--- src/rtl/mfp_adc_max10_sequencer.sv ---
// Scan sequencer for the MAX10 modular ADC command/response streams; one outstanding conversion,
// results held per channel. Optional build macro ADC_SEQ_AVG_EN averages 4 conversions per channel.
module mfp_adc_max10_sequencer #(
    parameter int CH_COUNT       = 9,
    parameter int TIMEOUT_CYCLES = 1023
) (
    input  logic                        HCLK,
    input  logic                        HRESETn,
    input  logic [CH_COUNT-1:0]         cfg_mask,
    input  logic                        cfg_continuous,
    input  logic                        cfg_trig_en,
    input  logic                        start,
    input  logic                        ADC_Trigger,
    input  logic                        irq_ack,
    input  logic [$clog2(CH_COUNT)-1:0] rd_index,
    output logic [11:0]                 rd_data,
    output logic [CH_COUNT-1:0]         result_fresh,
    output logic                        busy,
    output logic                        ADC_Interrupt,
    output logic                        err_channel,
    output logic                        err_timeout,
    output logic                        ADC_C_Valid,
    output logic [4:0]                  ADC_C_Channel,
    output logic                        ADC_C_SOP,
    output logic                        ADC_C_EOP,
    input  logic                        ADC_C_Ready,
    input  logic                        ADC_R_Valid,
    input  logic [4:0]                  ADC_R_Channel,
    input  logic [11:0]                 ADC_R_Data,
    input  logic                        ADC_R_SOP,
    input  logic                        ADC_R_EOP
);
    localparam int IW = $clog2(CH_COUNT);
    localparam int TW = $clog2(TIMEOUT_CYCLES + 1);

    typedef enum logic [1:0] {S_IDLE, S_ISSUE, S_WAIT} state_t;

    state_t                state_q, state_d;
    logic                  trig_q;
    logic [CH_COUNT-1:0]   mask_q, mask_d, fresh_q, fresh_d;
    logic [IW-1:0]         idx_q, idx_d;
    logic [TW-1:0]         tmo_q, tmo_d;
    logic                  first_q, first_d, irq_q, irq_d;
    logic                  errc_q, errc_d, errt_q, errt_d;
    logic [11:0]           res_q [CH_COUNT];
    logic                  wr_en, step, go, more, ch_match;
    logic [11:0]           wr_dat;
    logic                  unused_sop_eop;
`ifdef ADC_SEQ_AVG_EN
    logic [1:0]            rep_q, rep_d;
    logic [13:0]           acc_q, acc_d, acc_sum;
    logic                  bad_q, bad_d;
`endif

    function automatic logic [IW-1:0] lowest_from(input logic [CH_COUNT-1:0] m, input int from);
        logic [IW-1:0] r;
        r = '0;
        for (int i = CH_COUNT - 1; i >= 0; i--)
            if (i >= from && m[i]) r = IW'(i);
        return r;
    endfunction

    assign unused_sop_eop = ADC_R_SOP ^ ADC_R_EOP;
    assign go       = start | (cfg_trig_en & ADC_Trigger & ~trig_q);
    assign ch_match = (ADC_R_Channel == 5'(idx_q));

    always_comb begin
        more = 1'b0;
        for (int i = 0; i < CH_COUNT; i++)
            if (i > int'(idx_q) && mask_q[i]) more = 1'b1;
    end

    always_ff @(posedge HCLK or negedge HRESETn) begin
        if (!HRESETn) begin
            state_q <= S_IDLE;
            trig_q  <= 1'b0;
            mask_q  <= '0;
            fresh_q <= '0;
            idx_q   <= '0;
            tmo_q   <= '0;
            first_q <= 1'b0;
            irq_q   <= 1'b0;
            errc_q  <= 1'b0;
            errt_q  <= 1'b0;
            for (int i = 0; i < CH_COUNT; i++) res_q[i] <= '0;
`ifdef ADC_SEQ_AVG_EN
            rep_q   <= '0;
            acc_q   <= '0;
            bad_q   <= 1'b0;
`endif
        end else begin
            state_q <= state_d;
            trig_q  <= ADC_Trigger;
            mask_q  <= mask_d;
            fresh_q <= fresh_d;
            idx_q   <= idx_d;
            tmo_q   <= tmo_d;
            first_q <= first_d;
            irq_q   <= irq_d;
            errc_q  <= errc_d;
            errt_q  <= errt_d;
            if (wr_en) res_q[idx_q] <= wr_dat;
`ifdef ADC_SEQ_AVG_EN
            rep_q   <= rep_d;
            acc_q   <= acc_d;
            bad_q   <= bad_d;
`endif
        end
    end

    always_comb begin
        state_d = state_q;
        mask_d  = mask_q;
        fresh_d = fresh_q;
        idx_d   = idx_q;
        tmo_d   = tmo_q;
        first_d = first_q;
        irq_d   = irq_q;
        errc_d  = errc_q;
        errt_d  = errt_q;
        wr_en   = 1'b0;
        wr_dat  = ADC_R_Data;
        step    = 1'b0;
`ifdef ADC_SEQ_AVG_EN
        rep_d   = rep_q;
        acc_d   = acc_q;
        bad_d   = bad_q;
        acc_sum = acc_q + 14'(ADC_R_Data);
`endif
        // Clears first so that any set event below in the same cycle wins.
        if (irq_ack) begin
            irq_d  = 1'b0;
            errc_d = 1'b0;
            errt_d = 1'b0;
        end
        unique case (state_q)
            S_IDLE: if (go && (cfg_mask != '0)) begin
                mask_d  = cfg_mask;
                fresh_d = '0;
                idx_d   = lowest_from(cfg_mask, 0);
                first_d = 1'b1;
                state_d = S_ISSUE;
`ifdef ADC_SEQ_AVG_EN
                rep_d   = '0;
                acc_d   = '0;
                bad_d   = 1'b0;
`endif
            end
            S_ISSUE: if (ADC_C_Ready) begin
                first_d = 1'b0;
                tmo_d   = '0;
                state_d = S_WAIT;
            end
            S_WAIT: if (ADC_R_Valid) begin
`ifdef ADC_SEQ_AVG_EN
                if (!ch_match) begin
                    errc_d = 1'b1;
                    bad_d  = 1'b1;
                end
                if (rep_q != 2'd3) begin
                    rep_d   = rep_q + 2'd1;
                    acc_d   = acc_sum;
                    state_d = S_ISSUE;
                end else begin
                    wr_en  = ~bad_d;
                    wr_dat = acc_sum[13:2];
                    if (!bad_d) fresh_d[idx_q] = 1'b1;
                    rep_d  = '0;
                    acc_d  = '0;
                    bad_d  = 1'b0;
                    step   = 1'b1;
                end
`else
                if (ch_match) begin
                    wr_en          = 1'b1;
                    fresh_d[idx_q] = 1'b1;
                end else begin
                    errc_d = 1'b1;
                end
                step = 1'b1;
`endif
            end else if (tmo_q == TW'(TIMEOUT_CYCLES - 1)) begin
                errt_d  = 1'b1;
                state_d = S_IDLE;
            end else begin
                tmo_d = tmo_q + 1'b1;
            end
            default: state_d = S_IDLE;
        endcase
        if (step) begin
            if (more) begin
                idx_d   = lowest_from(mask_q, int'(idx_q) + 1);
                state_d = S_ISSUE;
            end else begin
                irq_d = 1'b1;
                if (cfg_continuous) begin
                    idx_d   = lowest_from(mask_q, 0);
                    first_d = 1'b1;
                    state_d = S_ISSUE;
                end else begin
                    state_d = S_IDLE;
                end
            end
        end
        if (ADC_R_Valid && state_q != S_WAIT) errc_d = 1'b1;
    end

    always_comb begin
        ADC_C_Valid   = (state_q == S_ISSUE);
        ADC_C_Channel = 5'(idx_q);
        ADC_C_SOP     = ADC_C_Valid & first_q;
`ifdef ADC_SEQ_AVG_EN
        ADC_C_EOP     = ADC_C_Valid & ~more & (rep_q == 2'd3);
`else
        ADC_C_EOP     = ADC_C_Valid & ~more;
`endif
        busy          = (state_q != S_IDLE);
        ADC_Interrupt = irq_q;
        err_channel   = errc_q;
        err_timeout   = errt_q;
        result_fresh  = fresh_q;
        rd_data       = '0;
        for (int i = 0; i < CH_COUNT; i++)
            if (rd_index == IW'(i)) rd_data = res_q[i];
    end
endmodule

--- config.mk ---
export PLATFORM = sky130hd
export DESIGN_NAME = mfp_adc_max10_sequencer
export DESIGN_NICKNAME = d
export VERILOG_FILES = /design/src/rtl/mfp_adc_max10_sequencer.sv
export SDC_FILE = /design/constraint.sdc
export NUM_CORES = 1
export LEC_CHECK = 0
export ABC_AREA = 0
export CORE_UTILIZATION = 54
export CTS_CLUSTER_SIZE = 10
export DETAILED_ROUTE_END_ITERATION = 6
export PLACE_DENSITY = 0.78
export SLEW_MARGIN = 30
export SYNTH_ARGS = -nofsm -noshare
export SYNTH_HDL_FRONTEND = slang
export SYNTH_SLANG_ARGS = --single-unit
export TNS_END_PERCENT = 1
--- constraint.sdc ---
create_clock -name HCLK -period 6.6 [get_ports HCLK]
set_input_delay 1.32 -clock HCLK [delete_from_list [all_inputs] [get_ports HCLK]]
set_output_delay 1.32 -clock HCLK [all_outputs]
set_load 0.05 [all_outputs]
# ---- Word level (Yosys, flattened, before mapping)
# Index checks and enable logic that the tools add are counted.
dict set report word_totals {
  reg_bits 147
  elab_cells 198
  inputBits 41
  output_inout_bits 33
}
dict set report op_classes {
  n_lt_le_gt_ge 21
  mux 93
  eq_ne 23
  reduce_logical 31
  n_bitwise 9
  add_sub_neg 2
}
# op n
set ops {}
lappend ops {{4-bit 2-to-1 mux} 32}
lappend ops {{12-bit 2-to-1 mux} 10}
lappend ops {{108-bit bitwise mux} 1}
lappend ops {{12-bit demux with 4-bit select} 1}
lappend ops {{1-bit 2-to-1 mux} 33}
lappend ops {{10-bit 2-to-1 mux} 3}
lappend ops {{9-bit 2-to-1 mux} 3}
lappend ops {{1-bit logical AND} 21}
lappend ops {{3-bit by 5-bit greater-or-equal comparator with 1-bit output, first input constant} 4}
lappend ops {{10-bit one-hot mux with 2 select lines} 1}
lappend ops {{9-bit one-hot mux with 2 select lines} 1}
lappend ops {{4-bit by 3-bit equality test with 1-bit output, second input constant} 4}
lappend ops {{3-bit by 4-bit > comparator with 1-bit output, first input constant} 4}
lappend ops {{2-bit inequality test, second input constant} 6}
lappend ops {{4-bit AND reduction} 3}
lappend ops {{10-bit by 1-bit adder with 10-bit output, second input constant} 1}
lappend ops {{10-bit equality test, second input constant} 1}
lappend ops {{1-bit by 5-bit greater-or-equal comparator with 1-bit output, first input constant} 2}
lappend ops {{2-bit by 5-bit greater-or-equal comparator with 1-bit output, first input constant} 2}
lappend ops {{2-bit 2-to-1 mux} 5}
lappend ops {{3-bit inequality test, second input constant} 3}
lappend ops {{9-bit bitwise OR} 1}
lappend ops {{9-bit nonzero test} 1}
lappend ops {{4-bit by 2-bit equality test with 1-bit output, second input constant} 2}
lappend ops {{other kinds (27)} 34}

# ---- Longest topological paths before layout
dict set report logic_depth {
  depth_word 14
  depth_mapped 9
  depth_no_buf 8
}

# ---- Worst setup path before layout
# OpenSTA, ideal clock, no wires.
dict set report synth_timing {
  path_type {input port to output port}
  start {in rd_index[1]}
  end {out rd_data[0]}
  path_buffers 2
  setup_slack_ns 2.089
  path_stages 5
  arrival_time_ns 3.191
  required_ns 5.280
  cell_sequence {clkbuf_1 nor4b_1 clkbuf_1 a21oi_1 a21oi_1}
}
dict set report synth_via {
  elab_chain_cells 10
  word_cells_on_any_way 18
  cone_classes {eq/ne (8); mux (9); reduce/logical (1)}
}
# element line_no
set synth_lines {}
lappend synth_lines {{start: declaration} 15} ;# input logic [$clog2(CH_COUNT)-1:0] rd_index,
lappend synth_lines {{4-bit logical NOT} 224} ;# if (rd_index == IW'(i)) rd_data = res_q[i];
lappend synth_lines {{12-bit 2-to-1 mux (8 in a row)} 224}
lappend synth_lines {{12-bit 2-to-1 mux *} 224}
lappend synth_lines {{end: declaration} 16} ;# output logic [11:0] rd_data,
# Mark *: on every way between the ends. The rest lies on a longest branch, timed or not.

# ---- Final worst setup path
dict set report layout_timing {
  start {in rd_index[1]}
  end {out rd_data[11]}
}
# Same word-level chain as after synthesis.

==> flow_summary.ini <==
[status]
status = complete, no violations

[pwr]
pwr-share-clk = 0.335
p_per_area_nw_per_um2 = 309
p_comb_frac = 0.249
switchingPower_uw = 894
p_int_mw = 1.79
irDropWorstVdd_uv = 275
power_switching_share = 0.333
cellLeakagePower_nw = 4.27
seqPwrFrac = 0.415

[finish]
final_nets = 720
diodes = 0
stdcell_count = 859
syn_to_final_growth_pct = 19.2
final_layout_size_suffix_gt1_frac = 0.296

[setup_path]
end_kind = output pin
crit_start = rd_index[1]
reg2regPathDepth = 6
crit_path_end = rd_data[11]
timing.rr.end = res_q[95]
criticalPathCategory = primary input to output pin
startpoint_type = primary input
path_cells = clkdlybuf4s50_1 -> nand2_1 -> nor3_1 -> buf_4 -> nand2_1 -> nand3_1 -> buf_4
cp_max_fo = 10
crit_slowest_cell = clkdlybuf4s50_1
crit_required_ns = 5.28
rrSetupSlack_ns = 3.72
worstReg2RegStart = idx_q[3]
arrival_ns = 3.72
cpPeakStageDelay_ns = 0.84

[job]
maxCapViolCount = 0

[clock_network]
clock_sinks = 147
cts_root_buf = clkbuf_16
cts_made_buffers = 17
hold_buffers = 0
cts_tree = built
clkTransAtPathRegs_ns = 0.06
post-cts-setup-buffers = 0
clkLatencyLatePin_ns = 0.44
htreeDepth = 4
cts_resized = 0
clock_path_buffers = 2

[synth]
synth_top_cell_area_share = 0.505
synth_enable_flop_cells = 0
avgSynthCellArea_um2 = 12.1
synthesis.area_um2 = 7290
postSynthCellCount = 602
synth.ff_latch_count = 147
ys_types = 60
synthTopCellsByCount = 147 x dfrtp_1, 92 x mux2_2, 60 x nand2_1
ys_seq_area_frac = 0.505
yosysWarnings = 0
yosys.area.top_type = dfrtp_1
synth_nets = 650
synth.area.top_cells = dfrtp_1 50%, mux2_2 14%, mux2_4 6.6%, mux4_2 3.1%, nand2_1 3.1%
synth_flop_cell = dfrtp_1
post-synth-top-count-cell = dfrtp_1
async_flop_share = 1.00

[global_route]
busiest_layer = met2
grt_pass1_wl_um = 28300
met2_usage = 0.437
grt_usage = 0.266
grtUsageMet3 = 0.0652
use_met1 = 0.349
grt_max_degree = 75
first_global_vias = 5299
antenna_found_initial = 0
grt_overflow = 0

[timing]
period_needed_ns = 5.04
worstMarginPinSlew_ns = 0.814
setup_viol = 0
setup_tns_ns = 0
final_max_slew_viol_count = 0
rsz0062_at_grt = no
skew_ns = 0.0131
clock.fmax_mhz = 198
period_share = 0.764
hold_viol = 0
relSlewSlack = 0.456

[detailed_routing]
wl_um = 17100
wl_per_cell_um = 19.9
ant_nets = 0
drt-initial-drc-count = 388
drc = 0
drt_pre_antenna_iters = 5
via_per_inst = 5.90
vias = 5066

[die]
die_h_um = 118
std_cell_rows = 42
die-area_um2 = 14000
die_w_um = 118
design.core.area_um2 = 13200
initial_core_util = 0.553
pin_count = 74

[worst_hold_path]
hold_path.class = flip-flop to flip-flop

[place]
dp.cells = 829
numPortBuffers = 70
gp_congestion = 0.839
post-dp-hpwl_um = 11100
[per-layer routing]
| metal | vias up | part of all wire |
|---|---|---|
| met2 | 193 | 0.50 |
| met5 | - | 0 |
| met1 | 2540 | 0.42 |
| li1 | 2315 | - |
| met4 | 0 | 0.013 |
| met3 | 18 | 0.064 |
[power groups by stage]
stage	Combinational (mW)	Sequential, mW	Clock, mW
after CTS	0.667	1.11	0.909
final	0.669	1.11	0.900
after global routing	0.734	1.13	0.945
after global placement	0.646	1.12	0
after floorplan	0.469	1.10	0
after detailed placement	0.660	1.13	0
[cell usage in the layout (no fill, tap or decap), types with 3 or more instances in the layout]
cell,Yosys,layout
dfrtp_1,147,147
mux2_2,92,92
nand2_1,60,60
clkdlybuf4s50_1,0,57
mux2_4,32,32
nor2_1,25,25
buf_4,1,23
nand3_1,20,20
a21oi_1,17,17
clkbuf_16,0,17
inv_1,16,16
o21ai_0,16,16
mux4_2,10,10
a222oi_1,9,9
xor2_1,9,9
nor3_1,8,7
ha_1,7,7
and2_1,6,6
nand4_1,6,6
nor2b_1,5,5
nand2b_1,5,5
o21a_1,5,5
and3_1,5,5
nor3b_1,4,4
xnor2_1,4,4
nand2_2,4,4
mux2_1,4,4
clkinv_2,0,4
or3b_2,3,3
a21o_1,3,3
nand3b_1,3,3
nor4_1,3,3
a21boi_0,3,3
a211o_1,3,3
o211ai_1,3,3
[worst max-delay path: cells and delay by family]
kind	cells	cell delay, ns
buffers and inverters	3	1.34
AND/OR/NAND/NOR	4	1.05
[registers in the layout, indices dropped and copies added (netlist names)]
register and flops:
ADC_Interrupt 1, err_channel 1, err_timeout 1, first_q 1, idx_q 4, mask_q 9, res_q 108, result_fresh 9
state_q 2, tmo_q 10, trig_q 1
[metrics by stage]
stage	util	hold slack (ns)	setup slack (ns)	total power, mW	cell area, um^2
final	0.659	0.489	1.56	2.68	8690
after global routing	0.659	0.510	1.48	2.81	8690
after CTS	0.658	0.490	1.59	2.69	8680
after detailed placement	0.617	0.476	1.62	1.79	8140
after global placement	0.617	0.467	1.62	1.77	8140
after floorplan	-	0.459	2.09	1.57	7290
[kinds of logic (layout without fill, tap and decap cells)]
kind of cell             Yosys count  in the layout  synth area share
XOR/XNOR                          13             13            0.0156
adder cells (fa/ha/maj)            7              7            0.0120
flip-flops                       147            147             0.505
buffers and inverters             47            128            0.0290
AND/OR/NAND/NOR                  166            166             0.113
multiplexers                     139            139             0.246
AO/OA/AOI/OAI                     82             82            0.0784
other                              1              1          0.000514
[how the worst min path moves through the flow]
stage | slack, ns | end | depth (start not counted) | startpoint
detailed placement | 0.48 | result_fresh[3] | 2 | result_fresh[3]
CTS | 0.49 | result_fresh[3] | 2 | result_fresh[3]
global placement | 0.47 | result_fresh[5] | 2 | result_fresh[5]
finish | 0.49 | result_fresh[3] | 2 | result_fresh[3]
floorplan | 0.46 | res_q[43] | 1 | res_q[43]
global route | 0.51 | result_fresh[4] | 2 | result_fresh[4]
[area by class of cell]
cell class              count  area, um^2
repair buffers             82         766
flip-flops and latches    147        3680
multi-input cells         408        3420
fillers                   969        4500
well taps                 176         220
clock inverters             9        82.6
clock buffers              21         460
inverters                  16        60.1
Note: power is estimated with default switching activity, not from simulation.
